### src/rtl/light_hash_des.sv
// Byte-serial 32-bit hash: every message byte is mixed into the state through the
// eight DES S-boxes, then a fold of the message length is mixed in to give the digest.
module light_hash_des (
    input  logic        clk,
    input  logic        rst_n,
    input  logic        M_valid,
    input  logic [7:0]  M,
    input  logic [63:0] input_lenght,
    output logic        hash_ready,
    output logic [31:0] digest
);

    localparam logic [31:0] IV = 32'h3D7A_9C15;

    // DES S1..S8, each flattened as row*16 + column
    localparam logic [3:0] SBOX [8][64] = '{
        '{4'd14, 4'd4,  4'd13, 4'd1,  4'd2,  4'd15, 4'd11, 4'd8,  4'd3,  4'd10, 4'd6,  4'd12, 4'd5,  4'd9,  4'd0,  4'd7,
          4'd0,  4'd15, 4'd7,  4'd4,  4'd14, 4'd2,  4'd13, 4'd1,  4'd10, 4'd6,  4'd12, 4'd11, 4'd9,  4'd5,  4'd3,  4'd8,
          4'd4,  4'd1,  4'd14, 4'd8,  4'd13, 4'd6,  4'd2,  4'd11, 4'd15, 4'd12, 4'd9,  4'd7,  4'd3,  4'd10, 4'd5,  4'd0,
          4'd15, 4'd12, 4'd8,  4'd2,  4'd4,  4'd9,  4'd1,  4'd7,  4'd5,  4'd11, 4'd3,  4'd14, 4'd10, 4'd0,  4'd6,  4'd13},
        '{4'd15, 4'd1,  4'd8,  4'd14, 4'd6,  4'd11, 4'd3,  4'd4,  4'd9,  4'd7,  4'd2,  4'd13, 4'd12, 4'd0,  4'd5,  4'd10,
          4'd3,  4'd13, 4'd4,  4'd7,  4'd15, 4'd2,  4'd8,  4'd14, 4'd12, 4'd0,  4'd1,  4'd10, 4'd6,  4'd9,  4'd11, 4'd5,
          4'd0,  4'd14, 4'd7,  4'd11, 4'd10, 4'd4,  4'd13, 4'd1,  4'd5,  4'd8,  4'd12, 4'd6,  4'd9,  4'd3,  4'd2,  4'd15,
          4'd13, 4'd8,  4'd10, 4'd1,  4'd3,  4'd15, 4'd4,  4'd2,  4'd11, 4'd6,  4'd7,  4'd12, 4'd0,  4'd5,  4'd14, 4'd9},
        '{4'd10, 4'd0,  4'd9,  4'd14, 4'd6,  4'd3,  4'd15, 4'd5,  4'd1,  4'd13, 4'd12, 4'd7,  4'd11, 4'd4,  4'd2,  4'd8,
          4'd13, 4'd7,  4'd0,  4'd9,  4'd3,  4'd4,  4'd6,  4'd10, 4'd2,  4'd8,  4'd5,  4'd14, 4'd12, 4'd11, 4'd15, 4'd1,
          4'd13, 4'd6,  4'd4,  4'd9,  4'd8,  4'd15, 4'd3,  4'd0,  4'd11, 4'd1,  4'd2,  4'd12, 4'd5,  4'd10, 4'd14, 4'd7,
          4'd1,  4'd10, 4'd13, 4'd0,  4'd6,  4'd9,  4'd8,  4'd7,  4'd4,  4'd15, 4'd14, 4'd3,  4'd11, 4'd5,  4'd2,  4'd12},
        '{4'd7,  4'd13, 4'd14, 4'd3,  4'd0,  4'd6,  4'd9,  4'd10, 4'd1,  4'd2,  4'd8,  4'd5,  4'd11, 4'd12, 4'd4,  4'd15,
          4'd13, 4'd8,  4'd11, 4'd5,  4'd6,  4'd15, 4'd0,  4'd3,  4'd4,  4'd7,  4'd2,  4'd12, 4'd1,  4'd10, 4'd14, 4'd9,
          4'd10, 4'd6,  4'd9,  4'd0,  4'd12, 4'd11, 4'd7,  4'd13, 4'd15, 4'd1,  4'd3,  4'd14, 4'd5,  4'd2,  4'd8,  4'd4,
          4'd3,  4'd15, 4'd0,  4'd6,  4'd10, 4'd1,  4'd13, 4'd8,  4'd9,  4'd4,  4'd5,  4'd11, 4'd12, 4'd7,  4'd2,  4'd14},
        '{4'd2,  4'd12, 4'd4,  4'd1,  4'd7,  4'd10, 4'd11, 4'd6,  4'd8,  4'd5,  4'd3,  4'd15, 4'd13, 4'd0,  4'd14, 4'd9,
          4'd14, 4'd11, 4'd2,  4'd12, 4'd4,  4'd7,  4'd13, 4'd1,  4'd5,  4'd0,  4'd15, 4'd10, 4'd3,  4'd9,  4'd8,  4'd6,
          4'd4,  4'd2,  4'd1,  4'd11, 4'd10, 4'd13, 4'd7,  4'd8,  4'd15, 4'd9,  4'd12, 4'd5,  4'd6,  4'd3,  4'd0,  4'd14,
          4'd11, 4'd8,  4'd12, 4'd7,  4'd1,  4'd14, 4'd2,  4'd13, 4'd6,  4'd15, 4'd0,  4'd9,  4'd10, 4'd4,  4'd5,  4'd3},
        '{4'd12, 4'd1,  4'd10, 4'd15, 4'd9,  4'd2,  4'd6,  4'd8,  4'd0,  4'd13, 4'd3,  4'd4,  4'd14, 4'd7,  4'd5,  4'd11,
          4'd10, 4'd15, 4'd4,  4'd2,  4'd7,  4'd12, 4'd9,  4'd5,  4'd6,  4'd1,  4'd13, 4'd14, 4'd0,  4'd11, 4'd3,  4'd8,
          4'd9,  4'd14, 4'd15, 4'd5,  4'd2,  4'd8,  4'd12, 4'd3,  4'd7,  4'd0,  4'd4,  4'd10, 4'd1,  4'd13, 4'd11, 4'd6,
          4'd4,  4'd3,  4'd2,  4'd12, 4'd9,  4'd5,  4'd15, 4'd10, 4'd11, 4'd14, 4'd1,  4'd7,  4'd6,  4'd0,  4'd8,  4'd13},
        '{4'd4,  4'd11, 4'd2,  4'd14, 4'd15, 4'd0,  4'd8,  4'd13, 4'd3,  4'd12, 4'd9,  4'd7,  4'd5,  4'd10, 4'd6,  4'd1,
          4'd13, 4'd0,  4'd11, 4'd7,  4'd4,  4'd9,  4'd1,  4'd10, 4'd14, 4'd3,  4'd5,  4'd12, 4'd2,  4'd15, 4'd8,  4'd6,
          4'd1,  4'd4,  4'd11, 4'd13, 4'd12, 4'd3,  4'd7,  4'd14, 4'd10, 4'd15, 4'd6,  4'd8,  4'd0,  4'd5,  4'd9,  4'd2,
          4'd6,  4'd11, 4'd13, 4'd8,  4'd1,  4'd4,  4'd10, 4'd7,  4'd9,  4'd5,  4'd0,  4'd15, 4'd14, 4'd2,  4'd3,  4'd12},
        '{4'd13, 4'd2,  4'd8,  4'd4,  4'd6,  4'd15, 4'd11, 4'd1,  4'd10, 4'd9,  4'd3,  4'd14, 4'd5,  4'd0,  4'd12, 4'd7,
          4'd1,  4'd15, 4'd13, 4'd8,  4'd10, 4'd3,  4'd7,  4'd4,  4'd12, 4'd5,  4'd6,  4'd11, 4'd0,  4'd14, 4'd9,  4'd2,
          4'd7,  4'd11, 4'd4,  4'd1,  4'd9,  4'd12, 4'd14, 4'd2,  4'd0,  4'd6,  4'd10, 4'd13, 4'd15, 4'd3,  4'd5,  4'd8,
          4'd2,  4'd1,  4'd14, 4'd7,  4'd4,  4'd10, 4'd8,  4'd13, 4'd15, 4'd12, 4'd9,  4'd0,  4'd3,  4'd5,  4'd6,  4'd11}
    };

    typedef enum logic [1:0] {IDLE, ABSORB, FINAL, DONE} state_t;

    // Nibble i is wrapped by two neighbouring byte bits to form the 6-bit S-box input
    function automatic logic [31:0] roundFn(input logic [31:0] h, input logic [7:0] b);
        logic [31:0] n;
        logic [5:0]  x;
        n = '0;
        for (int i = 0; i < 8; i++) begin
            x = {b[i], h[4*i +: 4], b[3'(i + 7)]};
            n[4*i +: 4] = SBOX[i][{x[5], x[0], x[4:1]}];
        end
        return {n[26:0], n[31:27]} ^ h;
    endfunction

    state_t      r_state;
    logic [31:0] r_hash;
    logic [63:0] r_count;
    logic [63:0] r_len;
    logic        r_ready;
    logic [31:0] r_digest;

    state_t      w_stateNext;
    logic [31:0] w_hashNext;
    logic [63:0] w_countNext;
    logic [63:0] w_lenNext;
    logic        w_readyNext;
    logic [31:0] w_digestNext;

    logic [31:0] w_roundH;
    logic [7:0]  w_roundB;
    logic [31:0] w_round;
    logic [63:0] w_lenEff;
    logic [7:0]  w_lenFold;

    assign w_lenEff  = (input_lenght == 64'd0) ? 64'd1 : input_lenght;
    assign w_lenFold = r_len[7:0]   ^ r_len[15:8]  ^ r_len[23:16] ^ r_len[31:24] ^
                       r_len[39:32] ^ r_len[47:40] ^ r_len[55:48] ^ r_len[63:56];

    // A single round instance is shared: the first byte starts from IV, FINAL mixes in the length fold
    assign w_roundH = (r_state == ABSORB || r_state == FINAL) ? r_hash : IV;
    assign w_roundB = (r_state == FINAL) ? w_lenFold : M;
    assign w_round  = roundFn(w_roundH, w_roundB);

    always_comb begin
        w_stateNext  = r_state;
        w_hashNext   = r_hash;
        w_countNext  = r_count;
        w_lenNext    = r_len;
        w_readyNext  = r_ready;
        w_digestNext = r_digest;
        case (r_state)
            IDLE, DONE: begin
                if (M_valid) begin
                    w_lenNext   = w_lenEff;
                    w_hashNext  = w_round;
                    w_countNext = 64'd1;
                    w_readyNext = 1'b0;
                    w_stateNext = (w_lenEff == 64'd1) ? FINAL : ABSORB;
                end
            end
            ABSORB: begin
                if (M_valid) begin
                    w_hashNext  = w_round;
                    w_countNext = r_count + 64'd1;
                    if (r_count + 64'd1 == r_len) begin
                        w_stateNext = FINAL;
                    end
                end
            end
            FINAL: begin
                w_hashNext   = w_round;
                w_digestNext = w_round;
                w_readyNext  = 1'b1;
                w_stateNext  = DONE;
            end
            default: w_stateNext = IDLE;
        endcase
    end

    // rst_n is active-high despite its name
    always_ff @(posedge clk) begin
        if (rst_n) begin
            r_state  <= IDLE;
            r_hash   <= IV;
            r_count  <= 64'd0;
            r_len    <= 64'd0;
            r_ready  <= 1'b0;
            r_digest <= 32'h0;
        end else begin
            r_state  <= w_stateNext;
            r_hash   <= w_hashNext;
            r_count  <= w_countNext;
            r_len    <= w_lenNext;
            r_ready  <= w_readyNext;
            r_digest <= w_digestNext;
        end
    end

    assign hash_ready = r_ready;
    assign digest     = r_digest;

endmodule

### config.mk
export PLATFORM = sky130hd
export DESIGN_NAME = light_hash_des
export DESIGN_NICKNAME = d
export VERILOG_FILES = /design/src/rtl/light_hash_des.sv
export SDC_FILE = /design/constraint.sdc
export NUM_CORES = 1
export LEC_CHECK = 0
export CELL_PAD_IN_SITES_DETAIL_PLACEMENT = 2
export CELL_PAD_IN_SITES_GLOBAL_PLACEMENT = 2
export CORE_MARGIN = 2
export CORE_UTILIZATION = 41
export DETAILED_ROUTE_END_ITERATION = 7
export DONT_BUFFER_PORTS = 1
export GPL_TIMING_DRIVEN = 0
export PLACE_DENSITY_LB_ADDON = 0.1
export SLEW_MARGIN = 20
export SYNTH_ARGS = -nofsm -noshare
export SYNTH_HDL_FRONTEND = slang
export SYNTH_SLANG_ARGS = --single-unit
### constraint.sdc
create_clock -name clk -period 7.8 [get_ports clk]
set_input_delay 0.78 -clock clk [delete_from_list [all_inputs] [get_ports clk]]
set_output_delay 0.78 -clock clk [all_outputs]
set_load 0.03 [all_outputs]
Word level (Yosys, flattened, before mapping)

Memories as Yosys holds them, arrays and structs flattened.
Cells that the tools add are included.

ROM bits: 2048
Memories: 8
Input bits: 75
Bits in latches: 0
Output and inout port bits: 33
Word-level logic and storage cells: 90
Bits in registers: 195
Bits in writable memories: 0

Memories:

| name            | depth | width | read ports | clocked after Yosys merged registers in | write ports | line | RTL |
|---|---|---|---|---|---|---|---|
| (no name shown) | 64    | 4     | 1          | 0                                       | 0           | 60   | `n[4*i +: 4] = SBOX[i][{x[5], x[0], x[4:1]}];` |
| (no name shown) | 64    | 4     | 1          | 0                                       | 0           | 60   |  |
| (no name shown) | 64    | 4     | 1          | 0                                       | 0           | 60   |  |
| (no name shown) | 64    | 4     | 1          | 0                                       | 0           | 60   |  |
| (no name shown) | 64    | 4     | 1          | 0                                       | 0           | 60   |  |
| (no name shown) | 64    | 4     | 1          | 0                                       | 0           | 60   |  |
| 2 more memories | --    | --    | --         | --                                      | --          | --   |  |

Shift-type cells: 0
Mux-type cells: 31
Bitwise logic cells: 16
Reduce and logical (&&, ||, !) cells: 11
$lt $le $gt $ge: 8
$mul: 0
Add/subtract/negate cells: 1
Eq/ne operators: 9
Div/mod/pow operators: 0

Operators by type and width:

| cell                                                     | count |
|---|---|
| 2-to-1 mux 64 bit                                        | 3 |
| one-hot mux 64 bit (2 select lines)                      | 1 |
| adder 64 x 1 -> 64 bit, second input constant            | 1 |
| == test 64 x 1 -> 1 bit, second input constant           | 1 |
| == test 64 bit                                           | 1 |
| logical NOT 64 bit                                       | 1 |
| 2-to-1 mux 32 bit                                        | 2 |
| 2-to-1 mux 4 bit                                         | 16 |
| one-hot mux 32 bit (2 select lines)                      | 1 |
| greater-or-equal comparator 7 bit, second input constant | 8 |
| NOT 6 -> 7 bit                                           | 8 |
| bitwise XOR 8 bit                                        | 7 |
| bitwise XOR 32 bit                                       | 1 |
| 2-to-1 mux 2 bit                                         | 4 |
| 2-to-1 mux 8 bit                                         | 1 |
| one-hot mux 2 bit (3 select lines)                       | 1 |
| AND reduction 3 bit                                      | 2 |
| == test 2 bit, second input constant                     | 2 |
| != test 2 x 1 -> 1 bit, second input constant            | 2 |
| != test 2 bit, second input constant                     | 2 |
| AND reduction 2 bit                                      | 2 |
| nonzero test 2 bit                                       | 2 |
| OR reduction 3 bit                                       | 1 |
| == test 2 x 1 -> 1 bit, second input constant            | 1 |
| other kinds (5)                                          | 5 |

Longest topological paths before layout

Gate-level depths: netlist of the first run.

Depth after elaboration: 15
Gate-level depth with buffers: 19
Depth with buffers taken out: 16

Least setup slack after synthesis of the first run

No wires, ideal clock.

Kind: reg-to-reg
Start point: register r_state[0]
End point: register r_digest[12] (netlist: digest[12])
Setup time: 0.086 ns
Buffers on the path: 6
Path slack: 3.651 ns
Cell stages (with the launch flop): 18
Clock period less this slack: 4.149 ns
Required time: 7.714 ns
Arrival time: 4.064 ns
Path through: dfxtp_1 inv_1 ha_1 clkbuf_1 clkbuf_1 clkbuf_1 clkbuf_1 buf_1 nor2_1 inv_1 ha_1 clkbuf_1 xor2_1 mux4_2 xnor2_1 a21oi_1 a31o_2 a211oi_1

Longest elaborated chain between the ends: 8
Elaborated cells on any way between the ends: 10
Classes of those cells: 2 x eq/ne; 4 x mux; 2 x bitwise; 1 x reduce/logical; 1 x memory

Ends and longest elaborated chain:

| element                                                        | line        | RTL |
|---|---|---|
| from (decl)                                                    | 65          | `state_t r_state;` |
| from (signal assigned)                                         | 140         | `r_state <= w_stateNext;` |
| == test 2 x 1 -> 1 bit / == test 2 bit (equally long branches) | 90, 91, 101 |  |
| logical OR 1 bit                                               | 90          | `assign w_roundH = (r_state == ABSORB \|\| r_state == FINAL) ? r_hash : IV;` |
| 2-to-1 mux 32 bit                                              | 90          |  |
| NOT 6 -> 7 bit (implied by the code)                           | 60          |  |
| memory read (64 x 4 bit)                                       | --          |  |
| 2-to-1 mux 4 bit (implied by the code) (2 in a row)            | 60          |  |
| bitwise XOR 32 bit                                             | 62          | `return {n[26:0], n[31:27]} ^ h;` |
| to (signal assigned)                                           | 145         | `r_digest <= w_digestNext;` |
| to (decl)                                                      | 70          | `logic [31:0] r_digest;` |

Several ways; a longest one is shown, not always the timed one. The select of a mux whose other input is x is not followed.
A chain may end at the register's enable or synchronous reset.

Final worst setup path of the first run

Same ends and word-level chain as after synthesis.

==> flow_metrics.tcl, run 1 <==
set metrics [dict create \
    status "finished, final reports clean" \
    core_area_um2 36500 \
    required_ps 8180 \
    final_max_slew_viol_count 0 \
    path_class "reg -> reg" \
    overflow 0 \
    synth-seq-cells 195 \
    slew_headroom_pct 23.1 \
    cts_num_sinks 195 \
    cp_max_fo 10 \
    fin_skew_ps 16.4 \
    dr.pass1.iters 5 \
    regArea_um2 3900 \
    post_cts.repair.setup_buffers 0 \
    tns_ps 0 \
    drive_gt1_share_pct 3.87 \
    synthesis.nets 2243 \
    fin_nets 2264 \
    clockPowerShare_pct 14.2 \
    grt_max_degree 20 \
    synth_area_um2 15100 \
    port_buffers 0 \
    layout_worst_path_cycle_share_pct 89.5 \
    fmax_mhz 143 \
    synth_commonest_cells "nand2_1 (278), a21oi_1 (222), nor2_1 (209), dfxtp_1 (195), clkbuf_1 (160)" \
    finalCriticalPeriod_ps 6980 \
    clk_transition_reported_paths_ps 80 \
    critPathCaptureType "flip-flop" \
    start_util_pct 41.5 \
    place_worst_setup_slack_ps 1040 \
    synth-seq-area-share_pct 25.8 \
    antenna_cells 0 \
    cts_buffer_depth 2 \
    final_core_util_pct 44.7 \
    finalHoldViolCount 0 \
    netlist.area_leader.share_pct 25.8 \
    io_pins 108 \
    arrival_ps 7360 \
    setup_viol 0 \
    via_per_inst 6.36 \
    drtIter0Drc 944 \
    wl_per_cell_um 27.4 \
    switching_share_pct 54.1 \
    clk_latency_ps 480 \
    multiInputGateArea_um2 10400 \
    synthCells 2110 \
    vias 16619 \
    cap_violations 0 \
    yosys-top-cells-area "dfxtp_1 (26%), xnor2_1 (9.1%), a21oi_1 (7.3%)" \
    grt_pass1_vias 17733 \
    rsz0062_at_grt "false" \
    finalWirelength_um 71600 \
    area_growth_pct 7.80 \
    cts-htree-levels 4 \
    drc 0 \
    die_w_um 196 \
    numCtsBuffers 17 \
    synth_top_area_cell "dfxtp_1" \
    power_leakage_nw 5.56 \
    synth_ff_type "dfxtp_1" \
    avgSynthCellArea_um2 7.18 \
    p_int_w 0.00296 \
    yosys_warnings 0 \
    power_frac_seq_pct 25.3 \
    post_cts_resized 0 \
    hpwl_um 55200 \
    hp-class "in -> reg" \
    async_flop_share_pct 0 \
    p_total_w 0.00645 \
    cts_tree "done" \
    row_count 70 \
    crit_path_start_kind "flip-flop" \
    ant_nets 0 \
    cts_root_buffer "clkbuf_16" \
    die_y_um 196 \
    grt_pass1_wl_um 108000 \
    n_fill_cell 4375 \
    ir_worst_vdd_mv 0.178 \
    whs_ps 427 \
    hold_buffers 0 \
    track_usage_pct 37.0 \
    synth.distinct_cells 79 \
    p_comb_share_pct 60.5 \
    gp_congestion 0.960 \
    yosysMostFrequentCell "nand2_1" \
    antenna_found_initial 0 \
    die_area_um2 38500 \
    power.density_nw_per_um2 395 \
    worst_slew_pin_slew_ps 1150 \
    fin_ws_ps 820 \
    switching_power_w 0.00349 \
    synth_edf_count 0 \
]
path summary, 6_finish.rpt:
kind	start	end	slack, ps	cells past startpoint
hold reg to reg	r_count[36]	r_count[36]	520	2
hold / removal	input_lenght[19]	r_len[19]	430	2
setup reg to reg	r_state[0]	digest[12]	820	17
setup / recovery	r_state[0]	digest[12]	820	17
layer usage:
metal	GRT usage, %	routed length, µm
met1	41.9	28300
met3	4.74	3140
met4	26.6	5630
met5	0	0
met2	64.5	34400
state kept, by name, summed over array words and instances, names as in the netlist:
| register | flops |
|---|---|
| r_hash | 32 |
| hash_ready | 1 |
| digest | 32 |
| r_count | 64 |
| r_state | 2 |
| r_len | 64 |
power groups by stage:
stage / Combinational (W) / Sequential (W) / Clock (W)
floorplan: 0.00262 / 0.00151 / 0
global placement: 0.00364 / 0.00164 / 0
detailed placement: 0.00381 / 0.00165 / 0
CTS: 0.00386 / 0.00163 / 0.000923
global route: 0.00424 / 0.00165 / 0.000960
finish: 0.00390 / 0.00163 / 0.000916
cell type report:
cell class / instances / area share, %
Sequential cell: 195 / 23.9
Clock inverter: 13 / 0.813
Buffer: 179 / 4.22
Timing Repair Buffer: 2 / 0.0767
Inverter: 51 / 1.17
Multi-Input combinational cell: 1685 / 63.6
Clock buffer: 18 / 2.63
Tap cell: 468 / 3.59
cells by family (layout without fill, tap and decap cells):
kind of cell / count (synthesis) / count (layout) / share of synthesized area, %
simple gates: 823 / 823 / 26.1
mux: 60 / 60 / 4.50
fa+ha+maj: 58 / 58 / 4.79
flops: 195 / 195 / 25.8
compound gates: 542 / 542 / 21.4
xor+xnor: 202 / 202 / 11.7
buf+inv: 230 / 263 / 5.82
cells in the final DEF, fill, tap and decap left out, types with 6 or more instances in the layout:
| master | count |
|---|---|
| and3_1 | 11 |
| inv_1 | 50 |
| o21ai_0 | 124 |
| clkbuf_1 | 161 |
| nor4_1 | 42 |
| buf_1 | 12 |
| a21oi_1 | 222 |
| a2111oi_0 | 7 |
| a31oi_1 | 24 |
| nand3b_1 | 6 |
| and2_1 | 9 |
| or3_1 | 17 |
| nand4_1 | 51 |
| and4_1 | 13 |
| mux2i_1 | 50 |
| o31ai_1 | 6 |
| clkbuf_16 | 17 |
| inv_6 | 6 |
| ha_1 | 58 |
| xnor2_1 | 158 |
| nand2b_1 | 10 |
| a21o_1 | 6 |
| nor3_1 | 58 |
| a211oi_1 | 53 |
| o211ai_1 | 24 |
| xor2_1 | 44 |
| dfxtp_1 | 195 |
| nand2_1 | 278 |
| nor3b_1 | 7 |
| nand3_1 | 46 |
| a311oi_1 | 7 |
| mux4_2 | 6 |
| or4_1 | 15 |
| or2_2 | 11 |
| nor2_1 | 208 |
| a22oi_1 | 16 |
| nor2b_1 | 16 |
critical path, stage by stage (launching register included):
cell      delay (ps)
dfxtp_1          390
inv_1             70
ha_1             510
clkbuf_1         590
clkbuf_1         670
clkbuf_1         710
clkbuf_1         670
buf_1            660
nor2_1           340
inv_1            250
ha_1             260
clkbuf_1         230
xor2_1           200
mux4_2           550
xnor2_1          170
a21oi_1           80
a31o_2           280
a211oi_1         230
metrics by stage:
stage	cell area [µm²]	instances
after floorplan	15100	2110
final	16300	2611
after detailed placement	15800	2580
after global placement	15700	2578
after CTS	16300	2611
after global routing	16300	2611
Power figures use the tool's default switching activity.
==> run 2, diff against run 1 <==
--- a/config.mk
+++ b/config.mk
@@ -12,6 +12,7 @@
 export DETAILED_ROUTE_END_ITERATION = 7
 export DONT_BUFFER_PORTS = 1
 export GPL_TIMING_DRIVEN = 0
+export MAX_ROUTING_LAYER = met4
 export PLACE_DENSITY_LB_ADDON = 0.1
 export SLEW_MARGIN = 20
 export SYNTH_ARGS = -nofsm -noshare
==> flow_metrics.tcl, run 2 (synthesis gave the netlist of run 1 again) <==
set metrics [dict create \
    grt_pass1_vias 18012 \
    die_w_um 196 \
    wl_per_cell_um 28.4 \
    via_per_inst 6.44 \
    worst_slew_pin_slew_ps 1150 \
    drtIter0Drc 967 \
    final_common_cell "nand2_1" \
    status "finished, final reports clean" \
    hpwl_um 56000 \
    post_cts.repair.setup_buffers 0 \
    track_usage_pct 39.7 \
    row_count 70 \
    post_cts_resized 0 \
    cts-htree-levels 4 \
    path_class "reg -> reg" \
    clk_latency_ps 490 \
    final_max_slew_viol_count 0 \
    largestRegisters "r_count x64, r_len x64" \
    start_util_pct 41.5 \
    power.density_nw_per_um2 402 \
    ir_worst_vdd_mv 0.183 \
    met3_usage_pct 5.71 \
    area_growth_pct 8.33 \
    finalNonFillerCells 2615 \
    io_pins 108 \
    ant_nets 0 \
    die_y_um 196 \
    rsz0062_at_grt "false" \
    hp-class "in -> reg" \
    finalCriticalPeriod_ps 7000 \
    cap_violations 0 \
    tns_ps 0 \
    use_met2_pct 66.3 \
    setup_viol 0 \
    antenna_found_initial 2 \
    hold_buffers 0 \
    placed_cell_area_um2 15800 \
    cts_root_buffer "clkbuf_16" \
    fin_nets 2265 \
    cts_num_sinks 195 \
    core_area_um2 36500 \
    finalWirelength_um 74300 \
    dr.pass1.iters 5 \
    slew_headroom_pct 23.0 \
    grt_max_degree 23 \
    critPathCaptureType "flip-flop" \
    power_leakage_nw 5.60 \
    cts_tree "done" \
    use_met1_pct 44.0 \
    drc 0 \
    layout_worst_path_cycle_share_pct 89.8 \
    grt_pass1_wl_um 112000 \
    fmax_mhz 143 \
    cp_max_fo 10 \
    n_fill_cell 4412 \
    die_area_um2 38500 \
    drive_gt1_share_pct 4.10 \
    dp.cells 2581 \
    cts_buffer_depth 2 \
    final_cell_area_um2 16400 \
    finalHoldViolCount 0 \
    port_buffers 0 \
    gp_congestion 0.972 \
    crit_path_start_kind "flip-flop" \
    mostFrequentLayoutCells "nand2_1 (278), a21oi_1 (222), nor2_1 (208), dfxtp_1 (195), clkbuf_1 (159)" \
    required_ps 8190 \
    arrival_ps 7400 \
    clk_transition_reported_paths_ps 90 \
    vias 16843 \
    overflow 0 \
    grt-busiest-layer "met2" \
    numCtsBuffers 17 \
    fin_skew_ps 22.6 \
]
==> run 2: changes by cell type in the layout (fill, tap and decap cells not counted), sizes merged <==
cell	delta
clkinv	+7
diode	+2
buf	+1
clkbuf	-1
inv	-5
==> run 2: path summary, 6_finish.rpt <==
| path | from | end | slack [ps] | cells past startpoint |
|---|---|---|---|---|
| setup / recovery | r_state[0] | digest[12] | 800 | 17 |
| hold / removal | input_lenght[42] | r_len[42] | 420 | 2 |
| setup reg to reg | r_state[0] | digest[12] | 800 | 17 |
| hold reg to reg | r_hash[15] | r_hash[15] | 520 | 2 |
==> run 2: final cells by class <==
class | count | area [µm²] | area share (%)
Clock inverter | 15 | 198 | 1.21
Tap cell | 468 | 586 | 3.57
Inverter | 51 | 191 | 1.17
Buffer | 179 | 691 | 4.21
Antenna cell | 2 | 5.00 | 0.0305
Multi-Input combinational cell | 1685 | 10400 | 63.3
Sequential cell | 195 | 3900 | 23.8
Clock buffer | 17 | 425 | 2.59
Timing Repair Buffer | 3 | 21.3 | 0.130
==> run 2: critical path, stage by stage (launching register included) <==
cell      delay, ps
dfxtp_1         400
inv_1            70
ha_1            520
clkbuf_1        600
clkbuf_1        700
clkbuf_1        720
clkbuf_1        670
buf_1           660
nor2_1          330
inv_1           260
ha_1            260
clkbuf_1        230
xor2_1          200
mux4_2          540
xnor2_1         160
a21oi_1          80
a31o_2          290
a211oi_1        220
==> run 2: per-layer routing <==
layer	wire length (µm)	share of wire (%)
met3	3890	5.2
met1	29100	39
met4	5990	8.1
met2	35300	48
met5	0	0
==> run 2: power by group <==
| group | internal [W] | leakage, nW | switching [W] | total [W] |
|---|---|---|---|---|
| Combinational | 0.00133 | 3.71 | 0.00265 | 0.00398 |
| Sequential | 0.00122 | 1.59 | 0.000423 | 0.00164 |
| Clock | 0.000441 | 0.297 | 0.000533 | 0.000974 |
==> run 2: per-stage QoR <==
step	utilization, %	total power, W	hold slack, ps	worst slack (ps)
final	44.9	0.00660	417	797
after global routing	44.9	0.00696	418	668
after CTS	44.9	0.00652	414	981
after detailed placement	43.2	0.00549	500	1050
after global placement	43.1	0.00530	485	1110
after floorplan	-	0.00413	467	3650
==> run 3, diff against run 2 <==
--- a/config.mk
+++ b/config.mk
@@ -7,7 +7,6 @@
 export LEC_CHECK = 0
 export CELL_PAD_IN_SITES_DETAIL_PLACEMENT = 2
 export CELL_PAD_IN_SITES_GLOBAL_PLACEMENT = 2
-export CORE_MARGIN = 2
 export CORE_UTILIZATION = 41
 export DETAILED_ROUTE_END_ITERATION = 7
 export DONT_BUFFER_PORTS = 1
==> flow_metrics.tcl, run 3 (synthesis gave the netlist of run 1 again) <==
set metrics [dict create \
    wl_per_cell_um 28.2 \
    track_usage_pct 40.3 \
    final_common_cell "nand2_1" \
    post_cts_resized 0 \
    rsz0062_at_grt "false" \
    area_growth_pct 8.25 \
    placed_cell_area_um2 15800 \
    drt-met1-wl_um 28500 \
    cts-htree-levels 4 \
    status "finished, final reports clean" \
    finalWirelength_um 73700 \
    grt_pass1_wl_um 111000 \
    arrival_ps 7530 \
    post_cts.repair.setup_buffers 0 \
    multiInputGateArea_um2 10400 \
    port_buffers 0 \
    final_core_util_pct 45.0 \
    final_max_slew_viol_count 0 \
    top_layer "met4" \
    fin_skew_ps 18.1 \
    fin_nets 2264 \
    regArea_um2 3900 \
    power.density_nw_per_um2 399 \
    critPathCaptureType "flip-flop" \
    die_y_um 194 \
    overflow 0 \
    rr_worst_depth 17 \
    io_pins 108 \
    die_area_um2 37700 \
    cp_max_fo 10 \
    via_per_inst 6.42 \
    tns_ps 0 \
    ant_nets 0 \
    worst_slew_pin_slew_ps 1140 \
    worst_path_max_delay_cell "clkbuf_1" \
    row_count 70 \
    cts_num_sinks 195 \
    grt_pass1_vias 17832 \
    drc 0 \
    antenna_cells 0 \
    crit_path_start_kind "flip-flop" \
    whs_ps 428 \
    slew_headroom_pct 24.0 \
    path_class "reg -> reg" \
    critPathMaxStageDelay_ps 730 \
    path_cells "inv_1, ha_1, clkbuf_1, clkbuf_1, clkbuf_1, clkbuf_1, buf_1, nor2_1, inv_1, ha_1, clkbuf_1, xor2_1, mux4_2, xnor2_1, a21oi_1, a31o_2, a211oi_1" \
    cap_violations 0 \
    fmax_mhz 140 \
    start_util_pct 41.6 \
    clk_transition_reported_paths_ps 90 \
    required_ps 8180 \
    core_area_um2 36400 \
    largestRegisters "r_count x64, r_len x64" \
    wl_met3_um 3740 \
    layout_worst_path_cycle_share_pct 91.6 \
    finalHoldViolCount 0 \
    ir_worst_vdd_mv 0.187 \
    hold_buffers 0 \
    min_path_cells 2 \
    antenna_found_initial 1 \
    r2r_setup_slack_ps 660 \
    mostFrequentLayoutCells "nand2_1 (278), a21oi_1 (221), nor2_1 (208), dfxtp_1 (195), clkbuf_1 (161)" \
    cts_tree "done" \
    drtIter0Drc 1255 \
    hpwl_um 55600 \
    drive_gt1_share_pct 4.06 \
    hp-class "in -> reg" \
    worstReg2RegEnd "digest[12]" \
    crit_top_cell "clkbuf_1" \
    hold_start "input_lenght[17]" \
    dr.pass1.iters 6 \
    vias 16777 \
    finalCriticalPeriod_ps 7140 \
    cts_root_buffer "clkbuf_16" \
    cts_buffer_depth 2 \
    dr_wl_met2_um 35700 \
    n_fill_cell 4325 \
    die_w_um 194 \
    grt_max_degree 22 \
    reg2reg_from "r_state[0]" \
    clk_latency_ps 480 \
    gp_congestion 0.972 \
    hold_end "r_len[17]" \
    setup_viol 0 \
    power_leakage_nw 5.58 \
    final_cell_area_um2 16400 \
    numCtsBuffers 17 \
]
-- run 3: cell count changes in the layout (fill, tap and decap cells not counted), sizes merged --
cell / before / now
inv: 56 / 55
diode: 2 / 0
buf: 21 / 20
clkbuf: 178 / 179
-- run 3: layout make-up --
type,count,area share [%]
buffer,179,4.21
clock buffer,18,2.62
clock inverter,14,1.11
inverter,51,1.17
multi-input combinational,1685,63.4
sequential,195,23.8
tap,468,3.57
timing repair buffer,2,0.0916
-- run 3: worst max path at each step --
stage / start / to / slack, ps / depth (start not counted)
2_1_floorplan: r_state[0] / digest[12] / 3650 / 17
5_1_grt: r_state[0] / digest[12] / 630 / 17
4_1_cts: r_state[0] / digest[12] / 810 / 17
3_3_place_gp: r_state[0] / digest[12] / 1160 / 17
3_5_place_dp: r_state[0] / digest[12] / 910 / 17
6_report: r_state[0] / digest[12] / 660 / 17
-- run 3: stage by stage --
step	setup WS [ps]	total power, W	cells
after detailed placement	910	0.00547	2580
after global placement	1160	0.00526	2578
after CTS	807	0.00646	2612
after global routing	632	0.00688	2612
final	656	0.00653	2612
after floorplan	3650	0.00413	2110
-- run 3: worst max-delay path: cells and delay by family (launching register included) --
family / cells / cell delay [ps]
adders and majority gates: 2 / 770
muxes: 1 / 510
AOI/OAI and AO/OA: 3 / 660
and+or+nand+nor: 1 / 340
xor gates and xnor gates: 2 / 400
buffers and inverters: 8 / 3990
DFF: 1 / 380
-- run 3: report_power, final --
group	leakage [nW]	internal, W	switching [W]
logic	3.70	0.00132	0.00262
registers	1.59	0.00122	0.000429
clock network	0.290	0.000437	0.000514
-- run 3: metal layers --
| layer | vias up | global-route usage (%) |
|---|---|---|
| met5 | - | - |
| li1 | 7495 | - |
| met1 | 8454 | 44.7 |
| met2 | 575 | 66.8 |
| met4 | 0 | 28.5 |
| met3 | 253 | 5.43 |
